File: src/rtl/ex_alu_sequencer.sv
// Execute-stage sequencer: single-cycle ALU ops, held MUL, iterative restoring DIV,
// plus the persistent flags register read by BRFL.
module ex_alu_sequencer #(
   parameter int unsigned MUL_CYCLES = 3
) (
   input  logic        clk,
   input  logic        reset,
   input  logic        in_valid,
   output logic        in_ready,
   input  logic [4:0]  alu_control,
   input  logic [31:0] op_a,
   input  logic [31:0] op_b,
   input  logic        flags_clear,
   output logic        out_valid,
   input  logic        out_ready,
   output logic [31:0] result,
   output logic        zero,
   output logic [4:0]  flags,
   output logic        busy
);

   localparam logic [4:0] OpLw1 = 5'h00, OpLw2 = 5'h01, OpLw3 = 5'h02, OpSw1 = 5'h03;
   localparam logic [4:0] OpSw2 = 5'h04, OpMov = 5'h05, OpAdd = 5'h06, OpSub = 5'h07;
   localparam logic [4:0] OpMul = 5'h08, OpDiv = 5'h09, OpAnd = 5'h0a, OpOr  = 5'h0b;
   localparam logic [4:0] OpNot = 5'h0c, OpShl = 5'h0d, OpShr = 5'h0e, OpCmp = 5'h0f;
   localparam logic [4:0] OpJr  = 5'h10, OpJpc = 5'h11, OpBrfl = 5'h12, OpCall = 5'h13;

   typedef enum logic [1:0] {StIdle, StMulWait, StDivRun, StDivFix} state_e;

   state_e      state_q, state_d;
   logic [4:0]  op_q, op_d;
   logic [31:0] a_q, a_d, b_q, b_d;
   logic [4:0]  cnt_q, cnt_d;
   logic [31:0] quot_q, quot_d, rem_q, rem_d, dvsr_q, dvsr_d;
   logic        out_valid_q, out_valid_d;
   logic [31:0] result_q, result_d;
   logic        zero_q, zero_d;
   logic [4:0]  flags_q, flags_d;

   logic        accept, out_free;
   logic [4:0]  op_sel;
   logic [31:0] a_sel, b_sel;
   logic [31:0] sum, diff;
   logic [63:0] prod;
   logic        add_ovf, sub_ovf, mul_ovf, div_zero, div_ovf, div_special;
   logic [31:0] alu_res;
   logic [4:0]  alu_flags;
   logic        alu_wr_flags, alu_zero_en, alu_zero, brfl_hit;

   logic [32:0] div_shift, div_trial;
   logic        div_ge, div_neg;
   logic [31:0] rem_nxt, quot_nxt, div_src, div_fixed;

   logic        ld, ld_zero, ld_wr;
   logic [31:0] ld_res;
   logic [4:0]  ld_flags;

   assign out_free  = !out_valid_q || out_ready;
   assign in_ready  = (state_q == StIdle) && out_free;
   assign accept    = in_valid && in_ready;
   assign out_valid = out_valid_q;
   assign result    = result_q;
   assign zero      = zero_q;
   assign flags     = flags_q;
   assign busy      = (state_q != StIdle);

   // Captured operands feed the shared ALU once a multi-cycle op is in flight.
   assign op_sel = (state_q == StIdle) ? alu_control : op_q;
   assign a_sel  = (state_q == StIdle) ? op_a : a_q;
   assign b_sel  = (state_q == StIdle) ? op_b : b_q;

   assign sum         = a_sel + b_sel;
   assign diff        = a_sel - b_sel;
   assign prod        = 64'($signed(a_sel)) * 64'($signed(b_sel));
   assign add_ovf     = (a_sel[31] == b_sel[31]) && (sum[31] != a_sel[31]);
   assign sub_ovf     = (a_sel[31] != b_sel[31]) && (diff[31] != a_sel[31]);
   assign mul_ovf     = (prod[63:32] != {32{prod[31]}});
   assign div_zero    = (b_sel == 32'd0);
   assign div_ovf     = (a_sel == 32'h8000_0000) && (b_sel == 32'hffff_ffff);
   assign div_special = div_zero || div_ovf;

   always_comb begin
      alu_res      = '0;
      alu_flags    = '0;
      alu_wr_flags = 1'b0;
      alu_zero_en  = 1'b0;
      brfl_hit     = 1'b0;
      case (op_sel)
         OpLw1, OpSw1:                      alu_res = a_sel + 32'd8;
         OpLw2, OpLw3, OpSw2, OpJr, OpCall: alu_res = a_sel;
         OpMov: alu_res = {22'b0, a_sel[4:0], b_sel[4:0]};
         OpAdd: begin
            alu_res      = sum;
            alu_zero_en  = 1'b1;
            alu_wr_flags = 1'b1;
            alu_flags    = {add_ovf, 3'b000, add_ovf};
         end
         OpSub: begin
            alu_res      = diff;
            alu_zero_en  = 1'b1;
            alu_wr_flags = 1'b1;
            alu_flags    = {sub_ovf, 3'b000, sub_ovf};
         end
         OpMul: begin
            alu_res      = prod[31:0];
            alu_zero_en  = 1'b1;
            alu_wr_flags = 1'b1;
            alu_flags    = {mul_ovf, 3'b000, mul_ovf};
         end
         OpDiv: begin
            // Only the one-cycle special cases resolve here.
            alu_zero_en  = 1'b1;
            alu_wr_flags = 1'b1;
            if (div_zero) begin
               alu_flags = 5'b10000;
            end else if (div_ovf) begin
               alu_res   = 32'h8000_0000;
               alu_flags = 5'b10001;
            end
         end
         OpAnd: begin
            alu_res     = a_sel & b_sel;
            alu_zero_en = 1'b1;
         end
         OpOr: begin
            alu_res     = a_sel | b_sel;
            alu_zero_en = 1'b1;
         end
         OpNot: alu_res = ~a_sel;
         OpShl: alu_res = a_sel << b_sel[4:0];
         OpShr: alu_res = a_sel >> b_sel[4:0];
         OpCmp: begin
            alu_wr_flags = 1'b1;
            alu_flags    = {1'b0, a_sel == b_sel, $signed(a_sel) < $signed(b_sel),
                            $signed(a_sel) > $signed(b_sel), 1'b0};
         end
         OpJpc: alu_res = sum;
         OpBrfl: begin
            brfl_hit = (flags_q == b_sel[4:0]);
            alu_res  = brfl_hit ? a_sel : 32'd0;
         end
         default: ;
      endcase
      alu_zero = alu_zero_en ? (alu_res == 32'd0) : brfl_hit;
   end

   // One restoring step on magnitudes; remainder always stays below the divisor.
   assign div_shift = {rem_q, quot_q[31]};
   assign div_trial = div_shift - {1'b0, dvsr_q};
   assign div_ge    = !div_trial[32];
   assign rem_nxt   = div_ge ? div_trial[31:0] : div_shift[31:0];
   assign quot_nxt  = {quot_q[30:0], div_ge};
   assign div_neg   = a_q[31] ^ b_q[31];
   assign div_src   = (state_q == StDivFix) ? quot_q : quot_nxt;
   assign div_fixed = div_neg ? -div_src : div_src;

   always_comb begin
      state_d  = state_q;
      op_d     = op_q;
      a_d      = a_q;
      b_d      = b_q;
      cnt_d    = cnt_q;
      quot_d   = quot_q;
      rem_d    = rem_q;
      dvsr_d   = dvsr_q;
      ld       = 1'b0;
      ld_res   = alu_res;
      ld_zero  = alu_zero;
      ld_flags = alu_flags;
      ld_wr    = alu_wr_flags;
      unique case (state_q)
         StIdle: begin
            if (accept) begin
               op_d = alu_control;
               a_d  = op_a;
               b_d  = op_b;
               if (alu_control == OpMul && MUL_CYCLES > 1) begin
                  state_d = StMulWait;
                  cnt_d   = 5'(MUL_CYCLES - 1);
               end else if (alu_control == OpDiv && !div_special) begin
                  state_d = StDivRun;
                  cnt_d   = 5'd31;
                  quot_d  = op_a[31] ? -op_a : op_a;
                  dvsr_d  = op_b[31] ? -op_b : op_b;
                  rem_d   = '0;
               end else begin
                  ld = 1'b1;
               end
            end
         end
         StMulWait: begin
            // Completes on the edge the counter reaches zero, or later if output is held.
            if (cnt_q <= 5'd1) begin
               cnt_d = '0;
               if (out_free) begin
                  ld      = 1'b1;
                  state_d = StIdle;
               end
            end else begin
               cnt_d = cnt_q - 5'd1;
            end
         end
         StDivRun: begin
            quot_d = quot_nxt;
            rem_d  = rem_nxt;
            cnt_d  = cnt_q - 5'd1;
            if (cnt_q == 5'd0) begin
               cnt_d    = '0;
               ld_res   = div_fixed;
               ld_zero  = (div_fixed == 32'd0);
               ld_flags = '0;
               ld_wr    = 1'b1;
               if (out_free) begin
                  ld      = 1'b1;
                  state_d = StIdle;
               end else begin
                  state_d = StDivFix;
               end
            end
         end
         StDivFix: begin
            ld_res   = div_fixed;
            ld_zero  = (div_fixed == 32'd0);
            ld_flags = '0;
            ld_wr    = 1'b1;
            if (out_free) begin
               ld      = 1'b1;
               state_d = StIdle;
            end
         end
         default: state_d = StIdle;
      endcase

      // A completing flag-writing op overrides a same-edge clear.
      flags_d     = flags_clear ? 5'd0 : flags_q;
      out_valid_d = out_valid_q && !out_ready;
      result_d    = result_q;
      zero_d      = zero_q;
      if (ld) begin
         out_valid_d = 1'b1;
         result_d    = ld_res;
         zero_d      = ld_zero;
         if (ld_wr) begin
            flags_d = ld_flags;
         end
      end
   end

   always_ff @(posedge clk) begin
      if (reset) begin
         state_q     <= StIdle;
         op_q        <= '0;
         a_q         <= '0;
         b_q         <= '0;
         cnt_q       <= '0;
         quot_q      <= '0;
         rem_q       <= '0;
         dvsr_q      <= '0;
         out_valid_q <= 1'b0;
         result_q    <= '0;
         zero_q      <= 1'b0;
         flags_q     <= '0;
      end else begin
         state_q     <= state_d;
         op_q        <= op_d;
         a_q         <= a_d;
         b_q         <= b_d;
         cnt_q       <= cnt_d;
         quot_q      <= quot_d;
         rem_q       <= rem_d;
         dvsr_q      <= dvsr_d;
         out_valid_q <= out_valid_d;
         result_q    <= result_d;
         zero_q      <= zero_d;
         flags_q     <= flags_d;
      end
   end

endmodule

File: config.mk
export PLATFORM = sky130hd
export DESIGN_NAME = ex_alu_sequencer
export DESIGN_NICKNAME = d
export VERILOG_FILES = /design/src/rtl/ex_alu_sequencer.sv
export SDC_FILE = /design/constraint.sdc
export NUM_CORES = 2
export LEC_CHECK = 0
export ABC_CLOCK_PERIOD_IN_PS = 31500
export BUFFER_PORTS_ARGS = -buffer_cell sky130_fd_sc_hd__buf_4
export CORE_MARGIN = 3
export CORE_UTILIZATION = 25
export DETAILED_ROUTE_END_ITERATION = 8
export GPL_TIMING_DRIVEN = 1
export SETUP_SLACK_MARGIN = 0.3
export SLEW_MARGIN = 20
export SYNTH_ARGS = -nofsm -noshare
export SYNTH_HDL_FRONTEND = slang
export SYNTH_SLANG_ARGS = --single-unit
File: constraint.sdc
create_clock -name clk -period 31.5 [get_ports clk]
set_clock_uncertainty 0.1 [all_clocks]
set_input_delay 1.575 -clock clk [delete_from_list [all_inputs] [get_ports clk]]
set_output_delay 1.575 -clock clk [all_outputs]
set_load 0.02 [all_outputs]
# Yosys cells after proc, flatten, opt, wreduce, memory -nomap -nowiden
# Cells that the tools add are included.
[totals]
register_bits = 211
rom_bits = 0
input_bits = 74
out_inout_bits = 41
elab_cells = 162
mem_bits_rw = 0
memories = 0
latchBits = 0
[op_classes]
shift = 2
n_reduce_logical = 32
eq_ne = 39
div_mod_pow = 0
mul = 1
n_addsub = 8
order_cmp = 3
muxes = 60
bitwise_logic = 5
[ops]
columns = ["op", "n"]
rows = [
  ["$mux W32", 17],
  ["$pmux W32 S13", 1],
  ["$pmux W32 S2", 3],
  ["$logic_not A32 Y1", 3],
  ["$neg A32 Y32", 3],
  ["$eq A32 B32 Y1 const B", 2],
  ["$mul A32 B32 Y64", 1],
  ["$mux W5", 12],
  ["$eq A5 B4 Y1 const B", 10],
  ["$sub A33 B32 Y33", 1],
  ["$add A32 B32 Y32", 1],
  ["$add A32 B4 Y32 const B", 1],
  ["$and A32 B32 Y32", 1],
  ["$eq A32 B32 Y1", 1],
  ["$gt A32 B32 Y1", 1],
  ["$lt A32 B32 Y1", 1],
  ["$ne A32 B32 Y1", 1],
  ["$not A32 Y32", 1],
  ["$or A32 B32 Y32", 1],
  ["$shl A32 B5 Y32", 1],
  ["$shr A32 B5 Y32", 1],
  ["$sub A32 B32 Y32", 1],
  ["$pmux W5 S5", 1],
  ["$eq A5 B3 Y1 const B", 4],
  ["other kinds (35)", 80],
]

# Longest topological paths before layout
[depth]
word_depth = 12
mapped_depth = 44
ltp_nobuf = 34

# Worst setup path before layout
# No wires, ideal clock.
[synth_path]
kind = "input to register"
from = "in op_b[2]"
to = "reg flags_q[0], in the netlist flags[0]"
path_buffers = 8
path_stages = 35
arrival_time_ns = 10.894
setup_ns = 0.128
setup_slack_ns = 20.379
t_required_ns = 31.272
cell_sequence = "clkbuf_1 mux2i_4 inv_2 buf_6 buf_6 buf_2 buf_1 clkbuf_1 buf_1 nand2_1 fa_1 fa_1 fa_1 fa_1 inv_1 fa_1 fa_1 fa_1 fa_1 ha_1 clkbuf_1 o21ai_0 o21ai_0 a21bo_2 nand3_1 a211o_1 a2111oi_0 nor2_1 xnor2_1 or4_1 a221oi_1 nand4_1 nor4_1 a41oi_1 o21bai_1"
[synth_between]
elab_chain_len = 11
word_cells_on_any_way = 26
classes_between = "add/sub: 2; mul: 1; eq/ne: 4; mux: 12; reduce/logical: 7"
[synth_lines]
columns = ["item", "line", "source"]
rows = [
  ["start: declaration", "12", "input logic [31:0] op_b,"],
  ["$mux W32 (*)", "70", "assign b_sel = (state_q == StIdle) ? op_b : b_q;"],
  ["branches (longest 9 deep; another with $mul A32 B32 Y64)", "n/a", ""],
  ["$mux W5 (*)", "239", "if (ld) begin"],
  ["end signal: assignment", "275", "flags_q <= flags_d;"],
  ["end: declaration", "38", "logic [4:0] flags_q, flags_d;"],
]
# Mark *: on every way between the ends.
# A chain may end at the register's enable or synchronous reset.

# Worst setup path in the final report
[layout_path]
from = "reg state_q[0]"
to = "reg flags_q[0], in the netlist flags[0]"
[layout_between]
elab_chain_len = 12
word_cells_on_any_way = 46
classes_between = "add/sub: 2; mul: 1; eq/ne: 15; mux: 17; reduce/logical: 11"
[layout_lines]
columns = ["item", "line", "source"]
rows = [
  ["start: declaration", "30", "state_e state_q, state_d;"],
  ["start signal: assignment", "251", "state_q <= StIdle;"],
  ["start signal: assignment", "264", "state_q <= state_d;"],
  ["branches (longest 11 deep; another with $mul A32 B32 Y64)", "n/a", ""],
  ["$mux W5 (*)", "239", ""],
]
# Marked as above.

==> flow_summary.yaml <==
cells_and_area:
  design_area_sq_mm: 0.0642
  layout_common_cells: "nand2_1 (1,159), fa_1 (1,085), inv_1 (830)"
  area_growth_syn_to_layout_pct: 8.66
  fillerInstances: 25200
  final_util: 0.274
  nNetsFinal: 8554
  mostFrequentLayoutCell: "nand2_1"
  drive_gt1_frac: 0.0714
synthesis:
  synth-simple-area-share: 0.181
  synthMuxAreaShare: 0.0419
  synth_ff_type: "dfxtp_1"
  synthTopCellsByArea: "fa_1 (37%), nand2_1 (7.4%), dfxtp_1 (7.1%)"
  yosys_warnings: 0
  yosysTopAreaCellShare: 0.368
  synth_cell_types: 101
  async_flop_share: 0
  netlist_area_sq_mm: 0.0591
  synth.avg_cell_area_sq_um: 8.14
  synth_top_family_by_area: "adder cells"
  ys_seq_area_frac: 0.0715
  synth_compound_area_frac: 0.146
  synth_nets: 8738
  ys_ff_latch: 211
  yosys.area_share.adder: 0.436
  synth_edf_count: 0
  synthCells: 7254
  synth_area_leader_cell: "fa_1"
  synthXorXnorAreaFrac: 0.0329
clock_network:
  cts_made_buffers: 27
  clk_pin_slew_ns: 0.06
  insertion_delay_ns: 0.63
  post_cts_resize_count: 0
  ctsHtreeMaxLevel: 1
  holdBufCountCts: 0
  root_buffer: "clkbuf_16"
  clock_path_buffers: 3
  cts_sinks: 211
  cts_tree: "built"
  cts_setup_buffers: 0
die:
  die_y_um: 492
  boundaryPins: 115
  fp.dieW_um: 492
  die-area_sq_mm: 0.242
  row_count: 177
  initial_core_util: 0.253
  fp.coreArea_sq_mm: 0.234
critical_path:
  arrival_ns: 13.86
  path_common_cell: "fa_1"
  path_class: "reg -> reg"
  critical-path-max-stage-delay_ns: 0.87
  cpMaxStageDelayCell: "inv_1"
  critPathBufInv: 9
  cp_data_required_time_ns: 31.88
  startpoint_type: "register"
  path_delay_family: "adder cells"
  crit_fanout: 46
  critPathCaptureType: "register"
global_route:
  grt_overflow: 0
  track_usage: 0.234
  antenna_found_initial: 17
  grt_max_degree: 87
  grt_pass1_vias: 57200
  grt_pass1_wl_um: 417000
drt:
  dr.pass1.iters: 7
  routed_wl_um: 289000
  antenna_left: 0
  vias: 56300
  routedWlPerCell_um: 28.3
  drt_iter0_drc: 6769
  drc_errors: 0
  viasPerCell: 5.50
timing:
  max_freq_mhz: 74.2
  finalHoldViolations: 0
  relSlewSlack: 0.0913
  post-route-period-util: 0.428
  final.setup.tns_ns: 0
  min_period_ns: 13.47
  finalSetupViolations: 0
  worst_pin_slew_ns: 1.35
  slew_violations: 0
  rsz0062_at_grt: "no"
run_status:
  status: "finished, final reports clean"
place:
  hpwl_um: 219000
  place_area_sq_mm: 0.0632
  port-buffer-count: 114
  finalWeightedCongestion: 1.04
job:
  maxCapViolations: 0
hold_path:
  holdCritPathClass: "reg -> reg"
## worst min-delay path, cell delays in order (launching register included)
cell and delay [ns]:
dfxtp_1 0.31, nand2_1 0.05, a21oi_1 0.05
## final timing paths
kind | depth (start not counted) | end | slack (ns) | from
worst max register to register | 35 | flags[0] | 18.03 | state_q[0]
worst min register to register | 2 | a_q[29] | 0.36 | a_q[29]
worst max-delay path | 35 | flags[0] | 18.03 | state_q[0]
worst min-delay path | 2 | a_q[29] | 0.36 | a_q[29]
## final cells by class
class                           instances  area (sq um)  share of cell area
Antenna cell                           13          32.5            0.000507
Clock buffer                           34           732              0.0114
Clock inverter                         16           229             0.00357
Inverter                              873          3280              0.0511
Multi-Input combinational cell       5681         49700               0.774
Sequential cell                       211          4220              0.0658
Tap cell                             3132          3920              0.0610
Timing Repair Buffer                  276          2080              0.0323
## layer usage
layer / up-vias / GRT usage / wire length (um)
li1: 23400 / - / -
met1: 28400 / 0.301 / 113000
met2: 3626 / 0.343 / 121000
met3: 895 / 0.0801 / 36500
met4: 16 / 0.128 / 19400
met5: - / 0 / 98
## registers in the layout, indices dropped and copies added, names as in the netlist
name	cells
result	32
quot_q	32
state_q	2
flags	5
rem_q	32
zero	1
a_q	32
out_valid	1
cnt_q	5
dvsr_q	32
op_q	5
b_q	32
## metrics by stage
step,instances,hold WS (ns),worst slack (ns)
final,10200,0.357,18.03
after global placement,10200,0.339,18.38
after floorplan,7254,0.334,20.38
after CTS,10200,0.358,18.43
after global routing,10200,0.382,17.64
after detailed placement,10200,0.349,18.32
## synth_stat cells (all sizes together), types with 13 or more instances
cell type and number:
o31ai 42, nand2b 28, or4 20, or2 14, mux2 72, nand4 48, nor3b 13, o21ai 247
a21o 51, nor2b 28, o311ai 14, mux2i 132, xnor2 111, inv 854, fa 1085, a221o 13
o221ai 27, a21oi 438, nor2 810, buf 145, a211o 25, o2111ai 15, xor2 111, o21bai 28
dfxtp 211, and3 26, a221oi 30, nor3 91, o22ai 46, o211ai 37, a211oi 97, nor4 64
o41ai 20, a31oi 45, nand2 1166, or3 41, ha 325, a22oi 39, clkbuf 344, clkinv 19
and2 19, o21a 19, nand3 81
## kinds of logic (layout without fill, tap and decap cells)
family | count (synthesis) | count (layout)
buf+inv | 1362 | 1199
simple gates | 2493 | 2493
xor+xnor | 222 | 222
flops | 211 | 211
other cells | 0 | 13
compound gates | 1340 | 1340
fa+ha+maj | 1410 | 1410
mux | 216 | 216
Power is not shown: default switching activity piles up to over one toggle a cycle in this logic, so the estimate is an artifact.
